$ cat config.mk
export PLATFORM = sky130hd
export DESIGN_NAME = rf_access_ctrl_flat
export DESIGN_NICKNAME = d
export VERILOG_FILES = /design/src/rtl/rf_ctrl_pkg.sv /design/src/rtl/rf_access_ctrl_if.sv /design/src/rtl/rf_access_ctrl.sv /design/src/flat_wrapper.sv
export SDC_FILE = /design/constraint.sdc
export NUM_CORES = 1
export LEC_CHECK = 0
export ABC_CLOCK_PERIOD_IN_PS = 1900
export BUFFER_PORTS_ARGS = -buffer_cell sky130_fd_sc_hd__buf_2
export CAP_MARGIN = 20
export CORE_ASPECT_RATIO = 1.5
export CORE_MARGIN = 8
export CORE_UTILIZATION = 51
export CTS_CLUSTER_DIAMETER = 40
export CTS_CLUSTER_SIZE = 8
export DETAILED_ROUTE_END_ITERATION = 6
export PLACE_DENSITY = 0.79
export REMOVE_ABC_BUFFERS = 1
export SYNTH_ARGS = -nofsm -noshare
export SYNTH_HDL_FRONTEND = slang
export SYNTH_SLANG_ARGS = --single-unit
$ cat constraint.sdc
create_clock -name clk -period 1.9 [get_ports clk]
set_input_delay 0 -clock clk [delete_from_list [all_inputs] [get_ports clk]]
set_output_delay 0 -clock clk [all_outputs]
set_load 0.005 [all_outputs]
$ cat src/rtl/rf_ctrl_pkg.sv
// Shared types and default widths for the register-file access controller.
package rf_ctrl_pkg;

  localparam int DEF_DW = 8;
  localparam int DEF_AW = 3;

  typedef enum logic [1:0] {
    OP_NOP   = 2'b00,
    OP_WRITE = 2'b01,
    OP_READ  = 2'b10,
    OP_MOVE  = 2'b11
  } op_t;

  typedef enum logic [2:0] {
    IDLE,
    WR,
    RD,
    RESP,
    MV_RD,
    MV_WR,
    CLR
  } state_t;

endpackage

$ cat src/rtl/rf_access_ctrl_if.sv
// Command and response channels between a host and the register-file access controller.
interface rf_access_ctrl_if
  import rf_ctrl_pkg::*;
#(
  parameter int DW = DEF_DW,
  parameter int AW = DEF_AW
) ();

  logic          cmd_valid;
  logic          cmd_ready;
  op_t           cmd_op;
  logic [AW-1:0] cmd_dst;
  logic [AW-1:0] cmd_src;
  logic [DW-1:0] cmd_data;
  logic          rsp_valid;
  logic          rsp_ready;
  logic [DW-1:0] rsp_data;

  modport master (
    output cmd_valid, cmd_op, cmd_dst, cmd_src, cmd_data, rsp_ready,
    input  cmd_ready, rsp_valid, rsp_data
  );

  modport slave (
    input  cmd_valid, cmd_op, cmd_dst, cmd_src, cmd_data, rsp_ready,
    output cmd_ready, rsp_valid, rsp_data
  );

endinterface

$ cat src/rtl/rf_access_ctrl.sv
// Sequences write/read/move/clear commands onto the 8x8 register file pins
// and returns read data over a valid/ready response channel.
module rf_access_ctrl
  import rf_ctrl_pkg::*;
#(
  parameter int DW = DEF_DW,
  parameter int AW = DEF_AW
) (
  input  logic             clk,
  input  logic             rst,
  rf_access_ctrl_if.slave  bus,
  output logic [DW-1:0]    rf_I,
  output logic             rf_WE,
  output logic [AW-1:0]    rf_WA,
  output logic             rf_RE,
  output logic [AW-1:0]    rf_RA,
  input  logic [DW-1:0]    rf_O,
  output logic             busy
);

  localparam int NREG = 2 ** AW;

  state_t        state, state_n;
  logic [AW-1:0] dst_q, src_q, cnt;
  logic [DW-1:0] data_q, rsp_q;
  logic [AW-1:0] wa_hold, ra_hold;
  logic [DW-1:0] i_hold;
  logic          accept;

  assign accept        = bus.cmd_valid && bus.cmd_ready;
  assign bus.cmd_ready = (state == IDLE);
  assign bus.rsp_valid = (state == RESP);
  assign bus.rsp_data  = rsp_q;
  assign busy          = (state != IDLE);

  always_ff @(posedge clk or posedge rst) begin
    if (rst) state <= IDLE;
    else     state <= state_n;
  end

  // Idle pins keep the last driven address/data so the file never sees X.
  always_comb begin
    state_n = state;
    rf_WE   = 1'b0;
    rf_RE   = 1'b0;
    rf_WA   = wa_hold;
    rf_RA   = ra_hold;
    rf_I    = i_hold;
    case (state)
      IDLE: begin
        if (accept) begin
          case (bus.cmd_op)
            OP_WRITE: state_n = WR;
            OP_READ:  state_n = RD;
            OP_MOVE:  state_n = (bus.cmd_dst == bus.cmd_src) ? CLR : MV_RD;
            default:  state_n = IDLE;
          endcase
        end
      end
      WR: begin
        rf_WE   = 1'b1;
        rf_WA   = dst_q;
        rf_I    = data_q;
        state_n = IDLE;
      end
      RD: begin
        rf_RE   = 1'b1;
        rf_RA   = dst_q;
        state_n = RESP;
      end
      RESP: begin
        if (bus.rsp_ready) state_n = IDLE;
      end
      MV_RD: begin
        rf_RE   = 1'b1;
        rf_RA   = src_q;
        state_n = MV_WR;
      end
      MV_WR: begin
        rf_WE   = 1'b1;
        rf_WA   = dst_q;
        rf_I    = data_q;
        state_n = IDLE;
      end
      CLR: begin
        rf_WE = 1'b1;
        rf_WA = cnt;
        rf_I  = '0;
        if (cnt == AW'(NREG - 1)) state_n = IDLE;
      end
      default: state_n = IDLE;
    endcase
  end

  // The clear counter wraps naturally to 0 on the last register.
  always_ff @(posedge clk or posedge rst) begin
    if (rst) begin
      dst_q   <= '0;
      src_q   <= '0;
      data_q  <= '0;
      rsp_q   <= '0;
      cnt     <= '0;
      wa_hold <= '0;
      ra_hold <= '0;
      i_hold  <= '0;
    end else begin
      wa_hold <= rf_WA;
      ra_hold <= rf_RA;
      i_hold  <= rf_I;
      if (accept) begin
        dst_q  <= bus.cmd_dst;
        src_q  <= bus.cmd_src;
        data_q <= bus.cmd_data;
      end
      if (state == RD)    rsp_q  <= rf_O;
      if (state == MV_RD) data_q <= rf_O;
      if (state == CLR)   cnt    <= cnt + AW'(1);
    end
  end

endmodule

$ cat src/flat_wrapper.sv
// flat-port wrapper written by rule: the top's interface ports become plain ports
module rf_access_ctrl_flat import rf_ctrl_pkg::*;
#(
  parameter int DW = DEF_DW,
  parameter int AW = DEF_AW
)
  (clk, rst, rf_I, rf_WE, rf_WA, rf_RE, rf_RA, rf_O, busy, bus_cmd_valid, bus_cmd_op, bus_cmd_dst, bus_cmd_src, bus_cmd_data, bus_rsp_ready, bus_cmd_ready, bus_rsp_valid, bus_rsp_data);
  rf_access_ctrl_if #(.DW(DW), .AW(AW)) bus_i ();
  input  logic clk;
  input  logic rst;
  output logic [DW-1:0] rf_I;
  output logic rf_WE;
  output logic [AW-1:0] rf_WA;
  output logic rf_RE;
  output logic [AW-1:0] rf_RA;
  input  logic [DW-1:0] rf_O;
  output logic busy;
  input wire logic [$bits(bus_i.cmd_valid)-1:0] bus_cmd_valid;
  input wire logic [$bits(bus_i.cmd_op)-1:0] bus_cmd_op;
  input wire logic [$bits(bus_i.cmd_dst)-1:0] bus_cmd_dst;
  input wire logic [$bits(bus_i.cmd_src)-1:0] bus_cmd_src;
  input wire logic [$bits(bus_i.cmd_data)-1:0] bus_cmd_data;
  input wire logic [$bits(bus_i.rsp_ready)-1:0] bus_rsp_ready;
  output wire logic [$bits(bus_i.cmd_ready)-1:0] bus_cmd_ready;
  output wire logic [$bits(bus_i.rsp_valid)-1:0] bus_rsp_valid;
  output wire logic [$bits(bus_i.rsp_data)-1:0] bus_rsp_data;
  assign bus_i.cmd_valid = bus_cmd_valid;
  assign bus_i.cmd_op = bus_cmd_op;
  assign bus_i.cmd_dst = bus_cmd_dst;
  assign bus_i.cmd_src = bus_cmd_src;
  assign bus_i.cmd_data = bus_cmd_data;
  assign bus_i.rsp_ready = bus_rsp_ready;
  assign bus_cmd_ready = bus_i.cmd_ready;
  assign bus_rsp_valid = bus_i.rsp_valid;
  assign bus_rsp_data = bus_i.rsp_data;
  rf_access_ctrl #(.DW(DW), .AW(AW)) u_core (.clk(clk), .rst(rst), .bus(bus_i), .rf_I(rf_I), .rf_WE(rf_WE), .rf_WA(rf_WA), .rf_RE(rf_RE), .rf_RA(rf_RA), .rf_O(rf_O), .busy(busy));
endmodule
==> impl_summary.txt <==
----------------------------------------------------
[Run status]
  Run status ... finished clean

[Cells and area]
  Ratio of cells with drive above 1 in the final layout ... around 37%
  Final non-filler cell area ... between 2000 and 3000 sq um
  Antenna diodes ... 0
  Area growth syn-to-layout ... 35.0%
  Final Net Count ... between 200 and 300
  Post-Route Utilization ... 72.3%

[Synth]
  Area of the mapped netlist ... between 1500 and 2000 sq um
  Most common flop cell mapped by yosys ... sky130_fd_sc_hd__dfrtp_1
  Average size of a mapped cell ... roughly 11 sq um
  Post-synthesis cell type with the largest combined area ... sky130_fd_sc_hd__dfrtp_1
  Yosys top cell area share ... between 50% and 60%
  Number of unique standard cell types used by synthesis ... 32
  Post-Synthesis Cells ... ~180
  Async set-or-reset flop fraction in the synthesized netlist ... 100%
  Synthesis warning total ... 0
  Biggest area contributors in the synthesized netlist ... sky130_fd_sc_hd__dfrtp_1, sky130_fd_sc_hd__mux2_2, sky130_fd_sc_hd__mux2i_1, sky130_fd_sc_hd__nand2_1, sky130_fd_sc_hd__o22ai_1
  Post-synth top cells ... sky130_fd_sc_hd__dfrtp_1, sky130_fd_sc_hd__mux2_2, sky130_fd_sc_hd__nand2_1
  EDFF count, synth ... 0
  Leading cell type by number of instances after synthesis ... sky130_fd_sc_hd__dfrtp_1
  Sequential-to-total area share from yosys stat ... between 50% and 60%
  Register bit total from synthesis ... 42

[Drt]
  Average detailed-routed wire length per instance ... around 17 microns
  First-pass DRT Iterations ... 4
  Violation count after the first detailed-routing iteration ... 60
  DRC violation count after routing ... 0
  Vias per cell ... about 5.4
  Final WL ... 5140 microns
  Vias ... ~1700
  Detail Route Antenna Nets ... 0

[Global route]
  Antenna violations before repair ... 0
  Pin count of the biggest net entering global routing ... 43
  Global-route usage over all layers ... 17.3%
  Via count of the first global-routing pass ... between 1500 and 2000
  Global-route wire length before repair ... roughly 8300 microns
  Remaining global-route overflow ... 0

[Clocking]
  Library cell used as clock root buffer ... sky130_fd_sc_hd__clkbuf_8
  Maximum level of the CTS H-tree ... 2
  Clock latency reported for the late side of the worst-skew pair ... about 0.29 ns
  Num CTS Buffers ... 5
  TritonCTS clock tree ... done
  Number of sinks handled by clock tree synthesis ... 42
  Clock slew at reported path FFs ... approximately 0.080 ns
  Clock Tree Buf Depth ... 2

[Timing]
  Worst rel slew slack ... approximately two thirds
  Count of final max-slew check failures ... 0
  Final setup violation count ... 0
  Minimum clock period after layout ... between 1.5 and 2 ns
  Crit share post-route ... 92.0%
  Fmax ... roughly 570 MHz
  Setup repair after global routing missed its margin ... no
  Setup skew after layout ... roughly 0.0063 ns
  Final worst hold slack ... between 0.0003 and 0.0004 ns
  Transition time at the pin with the least slew margin ... between 0.5 and 0.6 ns
  Final hold violations ... 0
  Sum of negative setup slack ... 0 ns

[Power]
  Seq pwr share ... 35.8%
  Maximum vdd drop ... ~1.5 mV
  Ratio of total power to cell area ... ~1700 nW/um^2
  Proportion of power drawn by combinational gates ... 49.0%
  Leakage power total ... approximately 1.3 nW
  Sw Pwr ... 1.72 mW
  Fraction of power spent switching nets ... between 30% and 40%
  Clock group share of total power ... 15.2%
  Design internal power ... 2.93 mW

[Critical path]
  Family with the most delay on the worst path ... buffers and inverters
  Crit end category ... primary output
  Max incr delay on CP ... ~0.42 ns
  CP Cell Sequence ... buf_8, nor2_1, buf_4, or2_1, o21ai_1, buf_2
  Total number of cells along the worst setup path ... 6
  Worst R2R Path Depth ... 5
  Critical Path Sink ... rf_RA[0]
  Cell with the biggest individual delay on the critical path ... sky130_fd_sc_hd__dfrtp_2
  Startpoint of the worst-slack reg-to-reg timing path ... u_core.state[1]$_DFFE_PP0P_
  Data required time at the worst endpoint ... approximately 1.9 ns
  Arrival time reported for the critical path endpoint ... 1.75 ns
  Critical Path Fanout Max ... 22
  Type of element launching the critical path ... flop
  Worst reg2reg endpoint ... u_core.src_q[1]$_DFFE_PP0P_
  Critical path start-end classification ... reg2out
  Count of buffer and inverter cells on the critical path ... 3
  Beginning of the critical path ... u_core.state[0]$_DFFE_PP0P_
  Flop-to-flop setup slack ... 0.21 ns

[Hold path]
  Beginning of the worst hold path ... bus_cmd_data[0]
  Class of the tightest hold or removal check ... in2reg

[Floorplan]
  Top-level port count ... between 50 and 60
  Die H ... ~92 microns
  Core region area ... roughly 3700 sq um
  Initial Utilization ... between 50% and 60%
  Standard-cell rows ... 27
  Die span in x ... between 60 and 70 microns
  Die Footprint ... roughly 6200 sq um

[Placement]
  Detailed-placement wirelength estimate ... approximately 3500 microns
  Weighted congestion at the end of routability-driven global placement ... just over 0.8
  Instance area at placement ... 2290 sq um
  Input/output buffers ... 54

[Run]
  Max Cap Viol ... 0

----------------------------------------------------
-- worst min path at each step --
stage	slack, ns	cells past startpoint	endpoint
finish	0.0003	3	u_core.data_q[0]$_DFFE_PP0P_
CTS	0.002	3	u_core.data_q[0]$_DFFE_PP0P_
global route	0.03	3	u_core.data_q[0]$_DFFE_PP0P_
global placement	0.15	3	u_core.ra_hold[1]$_DFF_PP0_
floorplan	0.12	2	u_core.data_q[0]$_DFFE_PP0P_
detailed placement	0.15	3	u_core.ra_hold[1]$_DFF_PP0_
-- per-stage QoR --
step / total power, mW / setup slack [ns] / instances
2_1_floorplan: 2.88 / -0.0227 / 169
3_3_place_gp: 3.68 / 0.335 / 273
4_1_cts: 4.55 / 0.00577 / 301
5_1_grt: 4.97 / 0.0144 / 305
3_5_place_dp: 3.79 / 0.289 / 273
6_report: 4.65 / 0.152 / 305
-- power by group through the flow --
| stage | clock network [mW] | registers (mW) | logic, mW |
|---|---|---|---|
| 5_1_grt | 0.750 | 1.71 | 2.51 |
| 6_report | 0.708 | 1.66 | 2.28 |
| 3_3_place_gp | 0 | 1.65 | 2.04 |
| 4_1_cts | 0.721 | 1.66 | 2.16 |
| 3_5_place_dp | 0 | 1.68 | 2.11 |
| 2_1_floorplan | 0 | 1.65 | 1.24 |
-- repair_timing --
item                                   CTS  global route
endpoints found under the hold margin   64             0
resized for setup                        1             5
hold buffers                            21             0
setup buffers                            0             4
setup endpoints to repair                1             6
-- worst register-to-register path: stages, from the launching register on --
cell                      delay [ns]
sky130_fd_sc_hd__dfrtp_2        0.49
sky130_fd_sc_hd__buf_4          0.18
sky130_fd_sc_hd__nor3_4         0.19
sky130_fd_sc_hd__and2_1         0.20
sky130_fd_sc_hd__buf_12         0.17
sky130_fd_sc_hd__mux2_2         0.35
-- cell usage in the layout (no fill, tap or decap), types with 2 or more instances in the layout --
cell and count:
sky130_fd_sc_hd__buf_2 54, sky130_fd_sc_hd__dfrtp_1 39, sky130_fd_sc_hd__dlygate4sd3_1 21, sky130_fd_sc_hd__mux2_2 17
sky130_fd_sc_hd__nand2_1 16, sky130_fd_sc_hd__nor2_1 14, sky130_fd_sc_hd__mux2i_1 11, sky130_fd_sc_hd__o21ai_1 11
sky130_fd_sc_hd__a21oi_1 11, sky130_fd_sc_hd__o22ai_1 9, sky130_fd_sc_hd__buf_4 9, sky130_fd_sc_hd__o21ai_0 6
sky130_fd_sc_hd__inv_1 6, sky130_fd_sc_hd__clkbuf_8 6, sky130_fd_sc_hd__a22oi_1 3, sky130_fd_sc_hd__xnor2_1 3
sky130_fd_sc_hd__dfrtp_2 3, sky130_fd_sc_hd__and2_1 2, sky130_fd_sc_hd__mux2_4 2, sky130_fd_sc_hd__nor3_1 2
sky130_fd_sc_hd__ha_1 2
-- final cells by class --
type	instances	area, sq um
Fill cell	263	1020
Inverter	7	26.3
Multi-Input combinational cell	120	832
Sequential cell	42	1050
Clock inverter	1	30.0
Tap cell	43	53.8
Clock buffer	6	82.6
Timing Repair Buffer	86	583
-- logic make-up after synthesis --
| family | Yosys count | synth area share, % |
|---|---|---|
| compound gates | 42 | 12.1 |
| flops | 42 | 53.3 |
| xor+xnor | 4 | 1.78 |
| buf+inv | 17 | 4.89 |
| simple gates | 42 | 9.90 |
| mux | 30 | 16.8 |
| fa+ha+maj | 2 | 1.27 |
-- metal layers --
layer,track usage (%),wire (microns)
met2,29.9,2820
met1,18.3,1890
met3,4.87,313
met4,8.05,115
met5,0,0
(Power assumes the default switching activity.)
